==> config.mk <==
export PLATFORM = sky130hd
export DESIGN_NAME = trsig_nway
export DESIGN_NICKNAME = d
export VERILOG_FILES = /design/src/rtl/trsig_pkg.sv /design/src/rtl/trsig_timer.sv /design/src/rtl/trsig_nway.sv
export SDC_FILE = /design/constraint.sdc
export NUM_CORES = 1
export LEC_CHECK = 0
export ABC_AREA = 1
export CAP_MARGIN = 20
export CORE_MARGIN = 4
export CORE_UTILIZATION = 56
export DETAILED_ROUTE_END_ITERATION = 8
export PLACE_DENSITY = 0.86
export SETUP_SLACK_MARGIN = 0.3
export SLEW_MARGIN = 20
export SYNTH_ARGS = -nofsm -noshare
export SYNTH_HDL_FRONTEND = slang
export SYNTH_SLANG_ARGS = --single-unit
==> constraint.sdc <==
create_clock -name clk -period 6.5 [get_ports clk]
set_clock_uncertainty 0.1 [all_clocks]
set_input_delay 1.3 -clock clk [delete_from_list [all_inputs] [get_ports clk]]
set_output_delay 1.3 -clock clk [all_outputs]
set_load 0.02 [all_outputs]
==> src/rtl/trsig_pkg.sv <==
// trsig_pkg -- shared types and default timing for the N-way traffic signal
// controller.
//   trsig_state_e : controller phases
//   DEF_*         : default parameter values used by trsig_nway
package trsig_pkg;

  typedef enum logic [1:0] {
    ARED   = 2'd0,
    GREEN  = 2'd1,
    YELLOW = 2'd2,
    WALK   = 2'd3
  } trsig_state_e;

  localparam int DEF_N_WAY    = 4;
  localparam int DEF_GRN_CYC  = 3;
  localparam int DEF_YEL_CYC  = 2;
  localparam int DEF_ARED_CYC = 1;
  localparam int DEF_WALK_CYC = 2;
  localparam int DEF_CNT_W    = 8;

endpackage

==> src/rtl/trsig_timer.sv <==
// trsig_timer -- loadable down-counter used as the phase timer.
// Ports:
//   clk      : clock, rising edge
//   rst      : synchronous active-high reset, counter goes to RST_VAL
//   en       : count/load enable; low holds the count
//   load     : load load_val instead of decrementing (qualified by en)
//   load_val : value loaded on a qualified load
//   zero     : count is zero
module trsig_timer #(
  parameter int               CNT_W   = 8,
  parameter logic [CNT_W-1:0] RST_VAL = '0
) (
  input  logic             clk,
  input  logic             rst,
  input  logic             en,
  input  logic             load,
  input  logic [CNT_W-1:0] load_val,
  output logic             zero
);

  logic [CNT_W-1:0] cnt_d, cnt_q;

  always_comb begin
    cnt_d = cnt_q;
    if (en) begin
      if (load) begin
        cnt_d = load_val;
      end else if (cnt_q != '0) begin
        cnt_d = cnt_q - 1'b1;
      end
    end
  end

  always_ff @(posedge clk) begin
    if (rst) begin
      cnt_q <= RST_VAL;
    end else begin
      cnt_q <= cnt_d;
    end
  end

  assign zero = (cnt_q == '0);

endmodule

==> src/rtl/trsig_nway.sv <==
// trsig_nway -- N-way traffic signal controller (Moore FSM, registered lamps).
// Optional pedestrian phase enabled by defining macro TRSIG_PED_EN.
// Ports:
//   clk      : clock, rising edge
//   rst      : synchronous active-high reset (forces all-red)
//   en       : run enable; low freezes timer, state and outputs
//   veh_req  : per-approach vehicle-present level
//   red/yel/grn : per-approach lamps, exactly one lit per approach
//   cur_way  : approach owning the current or last green
//   ped_req  : (TRSIG_PED_EN) pedestrian request, latched until served
//   walk     : (TRSIG_PED_EN) walk indication during the WALK phase
//
// state  | meaning
// ARED   | all approaches red, clearance before next green (or walk)
// GREEN  | approach cur_way green, others red
// YELLOW | approach cur_way yellow, others red
// WALK   | all red, walk lamp lit (TRSIG_PED_EN only)
module trsig_nway
  import trsig_pkg::*;
#(
  parameter int N_WAY    = DEF_N_WAY,
  parameter int GRN_CYC  = DEF_GRN_CYC,
  parameter int YEL_CYC  = DEF_YEL_CYC,
  parameter int ARED_CYC = DEF_ARED_CYC,
  parameter int CNT_W    = DEF_CNT_W
`ifdef TRSIG_PED_EN
  ,
  parameter int WALK_CYC = DEF_WALK_CYC
`endif
) (
  input  logic                     clk,
  input  logic                     rst,
  input  logic                     en,
  input  logic [N_WAY-1:0]         veh_req,
  output logic [N_WAY-1:0]         red,
  output logic [N_WAY-1:0]         yel,
  output logic [N_WAY-1:0]         grn,
  output logic [$clog2(N_WAY)-1:0] cur_way
`ifdef TRSIG_PED_EN
  ,
  input  logic                     ped_req,
  output logic                     walk
`endif
);

  localparam int WAY_W = $clog2(N_WAY);

  trsig_state_e     state_d, state_q;
  logic [WAY_W-1:0] way_d, way_q;
  logic [N_WAY-1:0] red_d, red_q;
  logic [N_WAY-1:0] yel_d, yel_q;
  logic [N_WAY-1:0] grn_d, grn_q;
`ifdef TRSIG_PED_EN
  logic             ped_d, ped_q;
  logic             walk_d, walk_q;
`endif

  logic             tmr_zero;
  logic             tmr_load;
  logic [CNT_W-1:0] tmr_load_val;
  logic [WAY_W-1:0] nxt_way;
  logic [N_WAY-1:0] way_oh;
  logic             others_req;
  logic             rest_green;

  trsig_timer #(
    .CNT_W   (CNT_W),
    .RST_VAL (CNT_W'(ARED_CYC - 1))
  ) u_timer (
    .clk      (clk),
    .rst      (rst),
    .en       (en),
    .load     (tmr_load),
    .load_val (tmr_load_val),
    .zero     (tmr_zero)
  );

  // Round-robin search starting after the current way; k = N_WAY lands back
  // on way_q itself, so a lone request from the current way keeps it.
  always_comb begin
    int               idx;
    logic             found;
    logic [WAY_W-1:0] idx_w;
    found   = 1'b0;
    nxt_way = WAY_W'((int'(way_q) + 1) % N_WAY);
    for (int k = 1; k <= N_WAY; k++) begin
      idx   = (int'(way_q) + k) % N_WAY;
      idx_w = WAY_W'(idx);
      if (!found && veh_req[idx_w]) begin
        nxt_way = idx_w;
        found   = 1'b1;
      end
    end
  end

  always_comb begin
    way_oh        = '0;
    way_oh[way_q] = 1'b1;
    others_req    = |(veh_req & ~way_oh);
`ifdef TRSIG_PED_EN
    rest_green    = !others_req && !ped_q;
`else
    rest_green    = !others_req;
`endif
  end

  always_comb begin
    state_d      = state_q;
    way_d        = way_q;
    tmr_load     = 1'b0;
    tmr_load_val = '0;
`ifdef TRSIG_PED_EN
    // Requests arriving during WALK are already being served.
    ped_d        = ped_q | (ped_req && (state_q != WALK));
`endif
    if (en && tmr_zero) begin
      tmr_load = 1'b1;
      unique case (state_q)
        GREEN: begin
          if (rest_green) begin
            state_d = GREEN;
          end else begin
            state_d = YELLOW;
          end
        end
        YELLOW: begin
          state_d = ARED;
        end
        ARED: begin
`ifdef TRSIG_PED_EN
          if (ped_q) begin
            state_d = WALK;
            ped_d   = 1'b0;
          end else begin
            state_d = GREEN;
            way_d   = nxt_way;
          end
`else
          state_d = GREEN;
          way_d   = nxt_way;
`endif
        end
        default: begin
          state_d = ARED;
        end
      endcase

      unique case (state_d)
        GREEN:   tmr_load_val = CNT_W'(GRN_CYC - 1);
        YELLOW:  tmr_load_val = CNT_W'(YEL_CYC - 1);
`ifdef TRSIG_PED_EN
        WALK:    tmr_load_val = CNT_W'(WALK_CYC - 1);
`endif
        default: tmr_load_val = CNT_W'(ARED_CYC - 1);
      endcase
    end
  end

  // Lamps are decoded from the next state so they change on the same edge.
  always_comb begin
    red_d = '1;
    yel_d = '0;
    grn_d = '0;
`ifdef TRSIG_PED_EN
    walk_d = 1'b0;
`endif
    unique case (state_d)
      GREEN: begin
        red_d[way_d] = 1'b0;
        grn_d[way_d] = 1'b1;
      end
      YELLOW: begin
        red_d[way_d] = 1'b0;
        yel_d[way_d] = 1'b1;
      end
`ifdef TRSIG_PED_EN
      WALK: begin
        walk_d = 1'b1;
      end
`endif
      default: begin
        red_d = '1;
      end
    endcase
  end

  always_ff @(posedge clk) begin
    if (rst) begin
      state_q <= ARED;
      way_q   <= WAY_W'(N_WAY - 1);
      red_q   <= '1;
      yel_q   <= '0;
      grn_q   <= '0;
`ifdef TRSIG_PED_EN
      ped_q   <= 1'b0;
      walk_q  <= 1'b0;
`endif
    end else begin
      state_q <= state_d;
      way_q   <= way_d;
      red_q   <= red_d;
      yel_q   <= yel_d;
      grn_q   <= grn_d;
`ifdef TRSIG_PED_EN
      ped_q   <= ped_d;
      walk_q  <= walk_d;
`endif
    end
  end

  assign red     = red_q;
  assign yel     = yel_q;
  assign grn     = grn_q;
  assign cur_way = way_q;
`ifdef TRSIG_PED_EN
  assign walk    = walk_q;
`endif

endmodule

=== After elaboration in Yosys (flattened, before gate mapping) ===
Cells that the tools add are included.

* Eq/ne operators: 5
* Mux-type cells: 29
* Add/sub/neg operators: 5
* Magnitude comparators: 8
* Reduce and logical (&&, ||, !) cells: 19
* Bitwise operators: 6

{| class="wikitable"
|+ Operators with widths
! operator !! number
|-
| $lt 2x3->1 const B || 6
|-
| $mux 2 || 9
|-
| $mux 8 || 2
|-
| $mux 1 || 10
|-
| $bmux 1 s2 || 4
|-
| $logic_not 8->1 || 1
|-
| $not 4->4 || 2
|-
| $pmux 2 s2 || 2
|-
| $reduce_bool 8->1 || 1
|-
| $reduce_or 2->1 || 4
|-
| $sub 8x1->8 const B || 1
|-
| $eq 2x1->1 const B || 3
|-
| $logic_and 1x1->1 || 6
|-
| $add 2x1->2 const B || 2
|-
| $add 2x2->2 const B || 2
|-
| $and 4x4->4 || 1
|-
| $demux 1 s2 || 2
|-
| $eq 2x2->1 const B || 2
|-
| $ge 2x1->1 const B || 2
|-
| $reduce_or 4->1 || 1
|-
| $logic_not 1->1 || 3
|-
| $not 1->1 || 3
|-
| $logic_not 2->1 || 1
|-
| $reduce_and 2->1 || 1
|-
| $reduce_bool 2->1 || 1
|}

* Flip-flop bits (word level): 24
* Output and inout port bits: 14
* Bits of input ports: 7
* Word-level logic and storage cells: 78

=== Depth between registers and ports, before layout ===
Gate-level depths: netlist (run 1).

* Depth in word-level cells: 20
* Mapped depth: 14
* Mapped depth without buffers: 14

=== Modules after synthesis ===
From an unflattened synthesis (run 1), not the netlist that was laid out.

* Cell total of the unflattened synthesis: 217
* Area, all modules: 1,460.2 µm²

{| class="wikitable"
|+ Modules (own cells, without submodules)
! module !! sequential area each (µm²) !! area each (µm²) !! instances !! cells an instance
|-
| trsig_nway || 320.3 || 890.9 || 1 || 120
|-
| trsig_timer || 160.2 || 569.3 || 1 || 97
|}

=== Least setup slack after synthesis (run 1) ===
OpenSTA, ideal clock, no wires.

* Path type: input -> register
* Start: input port en
* End: register red_q[0] (netlist: red[0])
* Path slack: 3,862 ps
* Required time: 6,275 ps
* Setup time: 125 ps
* Stages on the path: 10
* Path buffers: 0
* Data arrival time: 2,413 ps
* Path through: nand2_2 -> nor2_2 -> nand2_1 -> inv_1 -> nand2_1 -> o21ai_0 -> inv_1 -> ha_1 -> nor2_1 -> nand3_1

{| class="wikitable"
|+ RTL lines
! what !! line !! source
|-
| start: declaration || trsig_nway.sv:33 || <nowiki>input logic en,</nowiki>
|-
| $logic_and 1x1->1 * || trsig_nway.sv:116 || <nowiki>if (en && tmr_zero) begin</nowiki>
|-
| $mux 2 * || trsig_nway.sv:116 ||
|-
| via state_d[1] || trsig_nway.sv:48 || <nowiki>trsig_state_e state_d, state_q;</nowiki>
|-
| $eq 2x2->1 / $eq 2x1->1 (equally long branches) || trsig_nway.sv:167 || <nowiki>unique case (state_d)</nowiki>
|-
| $reduce_or 2->1 (no source line) * || n/a ||
|-
| $not 1->1 (no source line) * || n/a ||
|-
| $reduce_or 2->1 (no source line) * || n/a ||
|-
| end signal: assignment || trsig_nway.sv:201 || <nowiki>red_q <= red_d;</nowiki>
|-
| end: declaration || trsig_nway.sv:50 || <nowiki>logic [N_WAY-1:0] red_d, red_q;</nowiki>
|}

The timed path passes the listed nets; every way through them passes the cells marked *.
A chain may end at the register's enable or synchronous reset.

=== Final worst setup path (run 1) ===
Ends and elaborated chain as after synthesis.

==> flow_metrics.env, run 1 <==
export IMPL_die_height_um=56.7
export IMPL_synthFlopType="dfxtp_1"
export IMPL_clk_path_buf_depth=2
export IMPL_synth_area_um2=1330
export IMPL_cts_root_buf="clkbuf_4"
export IMPL_synthTopCellsByArea="dfxtp_1 36%, ha_1 7.5%, nand2_1 7.4%"
export IMPL_drive_gt1_share_pct=21.0
export IMPL_overflow=0
export IMPL_yosysMostFrequentCell="nand2_1"
export IMPL_antenna_cells=0
export IMPL_critPathBufInv=3
export IMPL_dpl_cell_area_um2=1560
export IMPL_p_leak_nw=0.753
export IMPL_layout_nets=221
export IMPL_vias=1181
export IMPL_dp_cells=229
export IMPL_drtPass1Iterations=5
export IMPL_synth_seq_area_share_pct=36.2
export IMPL_timing_slew_headroom_pct=69.8
export IMPL_core_rowCount=17
export IMPL_synth_edf_count=0
export IMPL_worst_slew_pin_slew_ns=0.450
export IMPL_worstPathRequired_ns=6.61
export IMPL_cts_clk_slew_worst_paths_ns=0.13
export IMPL_finalSetupViolCount=0
export IMPL_synthArstFlopShare_pct=0
export IMPL_status="completed"
export IMPL_rsz0062_at_grt="no"
export IMPL_routedWlPerCell_um=11.2
export IMPL_holdBufCountCts=0
export IMPL_clock_fmax_mhz=322
export IMPL_grt_pass1_vias=1158
export IMPL_start_kind="input port"
export IMPL_antenna_found_initial=0
export IMPL_critPathMaxFanout=6
export IMPL_grt_pass1_wl_um=4800
export IMPL_cts_resized=0
export IMPL_crit_family="buffers and inverters"
export IMPL_end_kind="flip-flop"
export IMPL_min_period_ns=3.10
export IMPL_p_per_area_nw_per_um2=332
export IMPL_die_w_um=56.7
export IMPL_drv_cap=0
export IMPL_finalSetupTns_ns=0
export IMPL_dieArea_um2=3210
export IMPL_avgSynthCellArea_um2=7.33
export IMPL_drt_wl_total_um=2610
export IMPL_final_max_slew_viol_count=0
export IMPL_cts_post_setup_buffers_inserted=0
export IMPL_dp_hpwl_um=2110
export IMPL_cts_tree="yes"
export IMPL_drc=0
export IMPL_synth_top_area_cell="dfxtp_1"
export IMPL_cp_slowest_stage_delay_ns=0.57
export IMPL_synth_fp_nets=196
export IMPL_clk_latency_ns=0.31
export IMPL_cts_sinks=24
export IMPL_yosysWarningCount=0
export IMPL_ir_worst_vdd_v=0.000287
export IMPL_areaGrowthSynthToFinish_pct=21.7
export IMPL_io_pins=21
export IMPL_design_area_um2=1610
export IMPL_io_buffers=20
export IMPL_gr_usage_all_layers_pct=18.0
export IMPL_crit_chain="clkdlybuf4s50_1, nand2_2, nor2_2, nand2_1, inv_1, nand2_1, o21ai_0, inv_1, ha_1, nor2_1, nand3_1"
export IMPL_initial_core_util_pct=59.4
export IMPL_slowest_stage="clkdlybuf4s50_1"
export IMPL_postSynthCellCount=181
export IMPL_final_cells=233
export IMPL_yosys_area_top_type_share_pct=36.2
export IMPL_filler_cell_count=176
export IMPL_min_path_type="flip-flop to flip-flop"
export IMPL_hold_violations=0
export IMPL_synth_distinct_cells=22
export IMPL_vias_per_cell=5.07
export IMPL_grt_max_degree=15
export IMPL_cts_buffers=3
export IMPL_synth_seq_cells=24
export IMPL_ant_nets=0
export IMPL_synthTopCellsByCount="26 x nand2_1, 25 x inv_1, 24 x dfxtp_1"
export IMPL_worstSetupPathType="input port to flip-flop"
export IMPL_core_area_um2=2230
export IMPL_drt_initial_drc_count=45
export IMPL_globalplace_congestion=0.870
export IMPL_cts_htree_levels=1
export IMPL_worst_ep_arrival_time_ns=3.21
export IMPL_period_share_pct=47.7
-- flip-flops by register name, indices dropped and copies added (netlist names) --
name and cells:
state_q 2, yel 4, u_timer.cnt_q 8, cur_way 2
grn 4, red 4
-- final timing paths --
check,startpoint,endpoint,slack (ns),depth (start not counted)
max,en,red[0],3.40,11
min,u_timer.cnt_q[5],u_timer.cnt_q[5],0.42,2
max reg2reg,cur_way[0],red[0],3.99,12
min reg2reg,u_timer.cnt_q[5],u_timer.cnt_q[5],0.42,2
-- cells in the final DEF (no fill, tap or decap), drive strengths merged --
cell           instances
nand2                 41
nor2                  28
clkdlybuf4s50         20
a21oi                  4
ha                     8
o22ai                  2
dfxtp                 24
o21ai                  5
bufinv                 1
inv                   33
xor2                   2
nand3                 23
nand4                  2
or2                    1
nor3                   7
clkinv                 1
clkbuf                 3
-- where the power goes --
| part | switching [mW] | leakage [nW] | internal (mW) | total, mW |
|---|---|---|---|---|
| combinational | 0.157 | 0.529 | 0.0886 | 0.246 |
| sequential | 0.0165 | 0.196 | 0.169 | 0.185 |
| clock | 0.0432 | 0.0279 | 0.0624 | 0.106 |
| total | 0.217 | 0.753 | 0.320 | 0.536 |
-- layout make-up --
type                            instances  area, um^2  share of cell area (%)
Inverter                               34         129                    7.98
Sequential cell                        24         480                    29.8
Multi-Input combinational cell        123         717                    44.4
Tap cell                               28        35.0                    2.17
Clock buffer                            3        22.5                    1.40
Timing Repair Buffer                   20         200                    12.4
Clock inverter                          1        30.0                    1.86
-- kinds of logic after synthesis --
family / synth area share, %
flip-flops: 36.2
XOR/XNOR: 1.32
AO/OA/AOI/OAI: 4.62
buffers and inverters: 9.72
adder cells (fa/ha/maj): 7.55
AND/OR/NAND/NOR: 40.6
-- tightest hold or removal path: cells and delay by family, from the launching register on --
kind            cells  cell delay, ns
compound gates      1            0.07
buf+inv             1            0.08
flops               1            0.34
-- stage by stage --
stage	total power, mW	setup WS (ns)	hold slack, ns	utilization (%)
after detailed placement	0.432	3.04	0.387	69.9
final	0.536	3.40	0.417	72.3
after global routing	0.581	3.18	0.444	72.3
after global placement	0.422	3.18	0.377	69.9
after floorplan	0.372	3.86	0.358	-
after CTS	0.539	3.37	0.411	72.3
-- routing by layer --
layer	wire length, um	GRT usage [%]	part of all wire (%)	up-vias
met5	0	0	0	-
met4	24	5.08	0.92	0
met3	105	2.99	4.0	4
met2	1340	33.2	51	24
met1	1140	21.1	44	538
li1	-	-	-	615
Power figures use the tool's default switching activity.
==> run 2: changes to the inputs <==
--- a/config.mk
+++ b/config.mk
@@ -8,9 +8,9 @@
 export ABC_AREA = 1
 export CAP_MARGIN = 20
 export CORE_MARGIN = 4
-export CORE_UTILIZATION = 56
+export CORE_UTILIZATION = 47
 export DETAILED_ROUTE_END_ITERATION = 8
-export PLACE_DENSITY = 0.86
+export PLACE_DENSITY = 0.77
 export SETUP_SLACK_MARGIN = 0.3
 export SLEW_MARGIN = 20
 export SYNTH_ARGS = -nofsm -noshare
==> constraint.sdc (replaced) <==
create_clock -name clk -period 2.7 [get_ports clk]
set_clock_uncertainty 0.1 [all_clocks]
set_input_delay 0.54 -clock clk [delete_from_list [all_inputs] [get_ports clk]]
set_output_delay 0.54 -clock clk [all_outputs]
set_load 0.02 [all_outputs]
==> run 2 against run 1 <==
- critical path depth unchanged
- global-route usage decreased by 3.5 points
- sequential power increased by 130%
- total power increased by 140%
- sequential share of layout area decreased by 0.52 points
- utilization decreased by 12 points
- setup slack got worse by 2.9 ns
- largest cell class unchanged
==> flow_metrics.env, run 2 (same netlist as run 1, synthesis figures left out) <==
export IMPL_status="completed"
export IMPL_vias=1144
export IMPL_timing_slew_headroom_pct=68.2
export IMPL_drt_wl_total_um=2380
export IMPL_grt_max_degree=15
export IMPL_ant_nets=0
export IMPL_grt_pass1_wl_um=4170
export IMPL_period_share_pct=81.4
export IMPL_cts_sinks=24
export IMPL_worstPathRequired_ns=2.82
export IMPL_antenna_cells=0
export IMPL_hp_start="u_timer.cnt_q[5]"
export IMPL_p_leak_nw=0.766
export IMPL_drt_initial_drc_count=11
export IMPL_cts_post_setup_buffers_inserted=0
export IMPL_die_height_um=61.1
export IMPL_drive_gt1_share_pct=22.6
export IMPL_filler_cell_count=250
export IMPL_areaGrowthSynthToFinish_pct=23.9
export IMPL_r2r_cells=12
export IMPL_drtPass1Iterations=4
export IMPL_layout_nets=224
export IMPL_clock_fmax_mhz=455
export IMPL_cts_clk_slew_worst_paths_ns=0.14
export IMPL_critPathMaxFanout=5
export IMPL_hold_violations=0
export IMPL_vias_per_cell=4.79
export IMPL_cts_buffers=3
export IMPL_worstReg2RegStart="u_timer.cnt_q[0]"
export IMPL_pre_cts_ws_ns=0.121
export IMPL_clk_latency_ns=0.32
export IMPL_total_power_mw=1.30
export IMPL_dp_hpwl_um=1940
export IMPL_end_kind="flip-flop"
export IMPL_largest_register="u_timer.cnt_q"
export IMPL_finalSetupViolCount=0
export IMPL_finalSetupTns_ns=0
export IMPL_initial_core_util_pct=48.5
export IMPL_mostFrequentLayoutCells="26 x nand2_1, 25 x inv_1, 24 x dfxtp_1"
export IMPL_cts_htree_levels=1
export IMPL_overflow=0
export IMPL_routedWlPerCell_um=9.97
export IMPL_io_buffers=20
export IMPL_drv_cap=0
export IMPL_drc=0
export IMPL_mostFrequentLayoutCell="nand2_1"
export IMPL_start_kind="input port"
export IMPL_worst_hold_path_endpoint="u_timer.cnt_q[5]"
export IMPL_cts_root_buf="clkbuf_4"
export IMPL_worst_slew_pin_slew_ns=0.473
export IMPL_dp_cells=235
export IMPL_final_max_slew_viol_count=0
export IMPL_min_period_ns=2.20
export IMPL_dieArea_um2=3740
export IMPL_antenna_found_initial=0
export IMPL_globalplace_congestion=0.842
export IMPL_worst_slack_ns=0.502
export IMPL_rsz0062_at_grt="no"
export IMPL_p_per_area_nw_per_um2=790
export IMPL_clk_path_buf_depth=2
export IMPL_ir_worst_vdd_v=0.000812
export IMPL_worst_ep_arrival_time_ns=2.32
export IMPL_r2r_slack_ns=0.62
export IMPL_core_rowCount=19
export IMPL_reg2reg_to="red[3]"
export IMPL_core_area_um2=2730
export IMPL_min_path_type="flip-flop to flip-flop"
export IMPL_die_w_um=61.1
export IMPL_largest_reg_flops=8
export IMPL_worstSetupPathType="input port to flip-flop"
export IMPL_cts_tree="yes"
export IMPL_gr_usage_all_layers_pct=14.6
export IMPL_grt_pass1_vias=1041
export IMPL_fin_hold_ws_ns=0.405
export IMPL_final_cells=239
export IMPL_whs_path_depth=2
export IMPL_io_pins=21
[run 2: cell types whose count changed in the layout (fill, tap and decap cells not counted), sizes merged]
cell | before | now
buf | 0 | 3
[run 2: layout make-up]
class	count	area [um^2]	area share, %
multi-input cells	123	719	43.8
clock buffers	3	22.5	1.37
repair buffers	23	223	13.6
flip-flops and latches	24	480	29.2
clock inverters	1	30.0	1.83
inverters	34	129	7.84
well taps	31	38.8	2.36
[run 2: routing by layer]
metal  routed length [um]  share of wire [%]  track usage (%)
met4                    0                  0             1.86
met5                    0                  0                0
met3                  105                4.4             3.77
met1                 1160                 49             18.5
met2                 1120                 47             25.5
[run 2: how the worst max path moves through the flow]
stage / cells past startpoint / slack (ns) / to / start
floorplan: 12 / 0.43 / red[0] / cur_way[0]
global placement: 11 / 0.17 / red[3] / en
detailed placement: 11 / 0.12 / red[3] / en
CTS: 11 / 0.45 / red[3] / en
global route: 11 / 0.34 / red[3] / en
finish: 11 / 0.50 / red[3] / en
[run 2: critical path, cell delays in order]
cell	delay, ns
clkdlybuf4s50_1	0.49
nand2_2	0.07
nor2_2	0.15
nand2_1	0.08
inv_1	0.13
nand2_1	0.09
o21ai_0	0.13
inv_1	0.08
ha_1	0.28
nor2_2	0.17
nand3_1	0.10
[run 2: through the flow]
| step | utilization (%) | cell area [um^2] |
|---|---|---|
| after floorplan | - | 1330 |
| after CTS | 60.0 | 1640 |
| after detailed placement | 58.1 | 1590 |
| after global placement | 58.1 | 1590 |
| final | 60.1 | 1640 |
| after global routing | 60.1 | 1640 |
[run 2: repair_timing]
| item | CTS | global route |
|---|---|---|
| hold buffers | 0 | 0 |
| endpoints found under the setup margin | 0 | 4 |
| gates resized for setup | 0 | 1 |
[run 2: where the power goes]
group | total [mW] | switching, mW | internal (mW)
sequential | 0.432 | 0.0261 | 0.406
combinational | 0.607 | 0.382 | 0.225
clock | 0.259 | 0.109 | 0.150
total | 1.30 | 0.517 | 0.781
==> run 3: changes to the inputs <==
--- a/config.mk
+++ b/config.mk
@@ -8,9 +8,9 @@
 export ABC_AREA = 1
 export CAP_MARGIN = 20
 export CORE_MARGIN = 4
-export CORE_UTILIZATION = 47
+export CORE_UTILIZATION = 52
 export DETAILED_ROUTE_END_ITERATION = 8
-export PLACE_DENSITY = 0.77
+export PLACE_DENSITY = 0.81
 export SETUP_SLACK_MARGIN = 0.3
 export SLEW_MARGIN = 20
 export SYNTH_ARGS = -nofsm -noshare
==> constraint.sdc (replaced) <==
create_clock -name clk -period 2.1 [get_ports clk]
set_clock_uncertainty 0.1 [all_clocks]
set_input_delay 0.42 -clock clk [delete_from_list [all_inputs] [get_ports clk]]
set_output_delay 0.42 -clock clk [all_outputs]
set_load 0.02 [all_outputs]
==> run 3 against run 2 <==
- total power is 72% higher
- wire length increased by 94%
- utilization grew 26 points
- global-route usage up 10 points
- cell count grew 9.2%
- worst hold slack improved by 0.024 ns
- non-clock buffer count increased by 23
- die area decreased by 8.4%
- count of clock-buffer cells in the layout did not move
- sequential power rose by 36%
- largest power group unchanged
==> flow_metrics.env, run 3 (same netlist as run 1, synthesis figures left out) <==
export IMPL_crit_chain="inv_8, ha_4, o22ai_2, nor2_2, nor2_2, nand2_1, nand2_1, o21ai_2, inv_2, ha_4, nor2_4, nand3_1"
export IMPL_cts_tree="yes"
export IMPL_share_comb_of_total_power_pct=58.3
export IMPL_clkPwrFrac_pct=15.2
export IMPL_period_share_pct=98.3
export IMPL_cts_root_buf="clkbuf_4"
export IMPL_cts_buffers=3
export IMPL_clk_latency_ns=0.32
export IMPL_clk_path_buf_depth=2
export IMPL_ant_nets=0
export IMPL_cts_clk_slew_worst_paths_ns=0.13
export IMPL_overflow=0
export IMPL_finalSetupTns_ns=0
export IMPL_end_kind="flip-flop"
export IMPL_worstReg2RegStart="cur_way[0]"
export IMPL_die_w_um=58.5
export IMPL_rsz0062_at_grt="yes"
export IMPL_holdBufCountCts=0
export IMPL_final_max_slew_viol_count=0
export IMPL_power_switching_mw=0.997
export IMPL_critPathMaxFanout=6
export IMPL_globalplace_congestion=0.861
export IMPL_p_per_area_nw_per_um2=1050
export IMPL_clock_fmax_mhz=485
export IMPL_drv_cap=0
export IMPL_routedWlPerCell_um=17.7
export IMPL_core_rowCount=18
export IMPL_p_leak_nw=1.09
export IMPL_cts_sinks=24
export IMPL_min_period_ns=2.06
export IMPL_slowest_stage="dfxtp_4"
export IMPL_drt_initial_drc_count=75
export IMPL_vias=1442
export IMPL_fin_hold_ws_ns=0.429
export IMPL_worst_ep_arrival_time_ns=2.19
export IMPL_hp_start="u_timer.cnt_q[5]"
export IMPL_antenna_cells=0
export IMPL_dpl_cell_area_um2=1690
export IMPL_antenna_found_initial=0
export IMPL_grt_pass1_wl_um=6590
export IMPL_worstPathRequired_ns=2.22
export IMPL_cp_slowest_stage_delay_ns=0.44
export IMPL_design_area_um2=2110
export IMPL_drc=0
export IMPL_areaGrowthSynthToFinish_pct=59.2
export IMPL_layout_nets=247
export IMPL_drive_gt1_share_pct=48.1
export IMPL_finalSetupViolCount=0
export IMPL_hold_violations=0
export IMPL_min_path_type="flip-flop to flip-flop"
export IMPL_mostFrequentLayoutCells="25 x buf_4, 20 x dfxtp_1, 19 x nand2_1"
export IMPL_grt_pass1_vias=1471
export IMPL_die_height_um=58.5
export IMPL_io_pins=21
export IMPL_largest_reg_flops=8
export IMPL_status="completed"
export IMPL_timing_slew_headroom_pct=74.1
export IMPL_seq_power_share_pct=26.4
export IMPL_whs_path_depth=2
export IMPL_drt_wl_total_um=4630
export IMPL_r2r_cells=12
export IMPL_worstSetupPathType="flip-flop to flip-flop"
export IMPL_worst_slew_pin_slew_ns=0.385
export IMPL_io_buffers=20
export IMPL_start_kind="flip-flop"
export IMPL_initial_core_util_pct=54.0
export IMPL_gr_usage_all_layers_pct=24.8
export IMPL_p_sw_share_pct=44.7
export IMPL_worst_hold_path_endpoint="u_timer.cnt_q[5]"
export IMPL_mostFrequentLayoutCell="buf_4"
export IMPL_intPower_mw=1.23
export IMPL_reg2reg_to="red[2]"
export IMPL_vias_per_cell=5.52
export IMPL_ir_worst_vdd_v=0.000929
export IMPL_largest_register="u_timer.cnt_q"
export IMPL_grt_max_degree=15
export IMPL_cts_htree_levels=1
export IMPL_drtPass1Iterations=4
export IMPL_core_area_um2=2450
export IMPL_dp_hpwl_um=2170
export IMPL_dieArea_um2=3420
export IMPL_r2r_slack_ns=0.04
==> run 3: cell types whose count changed in the layout (fill, tap and decap cells not counted), sizes merged <==
cell	previous run	this run
dlygate4sd2	0	6
buf	3	26
dlymetal6s2s	0	12
clkdlybuf4s50	20	2
==> run 3: how the worst max path moves through the flow <==
| stage | startpoint | end | slack [ns] | cells after the start |
|---|---|---|---|---|
| after floorplan | cur_way[0] | red[0] | 0.26 | 12 |
| after global placement | veh_req[2] | red[3] | -0.15 | 10 |
| after detailed placement | veh_req[2] | red[0] | -0.21 | 10 |
| after CTS | cur_way[0] | red[3] | 0.21 | 11 |
| after global routing | cur_way[0] | red[2] | -0.05 | 12 |
| final | cur_way[0] | red[2] | 0.04 | 12 |
==> run 3: cell type report <==
type	count	area [um^2]
Sequential cell	24	490
Clock buffer	3	22.5
Inverter	34	150
Fill cell	126	343
Clock inverter	1	30.0
Tap cell	30	37.5
Timing Repair Buffer	46	422
Multi-Input combinational cell	123	960
==> run 3: per-layer routing <==
metal / GRT usage (%) / vias to the layer above / wire length, um
met2: 45.8 / 62 / 2510
met3: 4.61 / 23 / 194
met5: 0 / - / 0
met1: 27.3 / 685 / 1730
met4: 10.6 / 0 / 185
li1: - / 672 / -
==> run 3: stage by stage <==
stage	cells	total power, mW	setup slack, ns	util [%]
global placement	241	1.39	-0.155	68.7
finish	261	2.23	0.0361	86.0
CTS	256	1.96	0.212	79.0
detailed placement	241	1.42	-0.210	68.7
floorplan	181	1.19	0.257	-
global route	261	2.35	-0.0504	86.0
==> run 3: power groups by stage <==
stage	Sequential (mW)	Combinational, mW	Clock (mW)
floorplan	0.627	0.561	0
global placement	0.592	0.798	0
detailed placement	0.596	0.827	0
CTS	0.583	1.04	0.333
global route	0.596	1.39	0.360
finish	0.589	1.30	0.339
==> run 3: timing repair <==
action / CTS / global route
pin swaps: 15 / 11
setup endpoints to repair: 16 / 28
gates resized for setup: 41 / 37
setup buffers: 11 / 5
==> run 3: critical path: cells and delay by family, from the launching register on <==
family	cells	cell delay, ns
buffers and inverters	2	0.13
AND/OR/NAND/NOR	6	0.66
flip-flops	1	0.44
adder cells (fa/ha/maj)	2	0.35
AO/OA/AOI/OAI	2	0.25
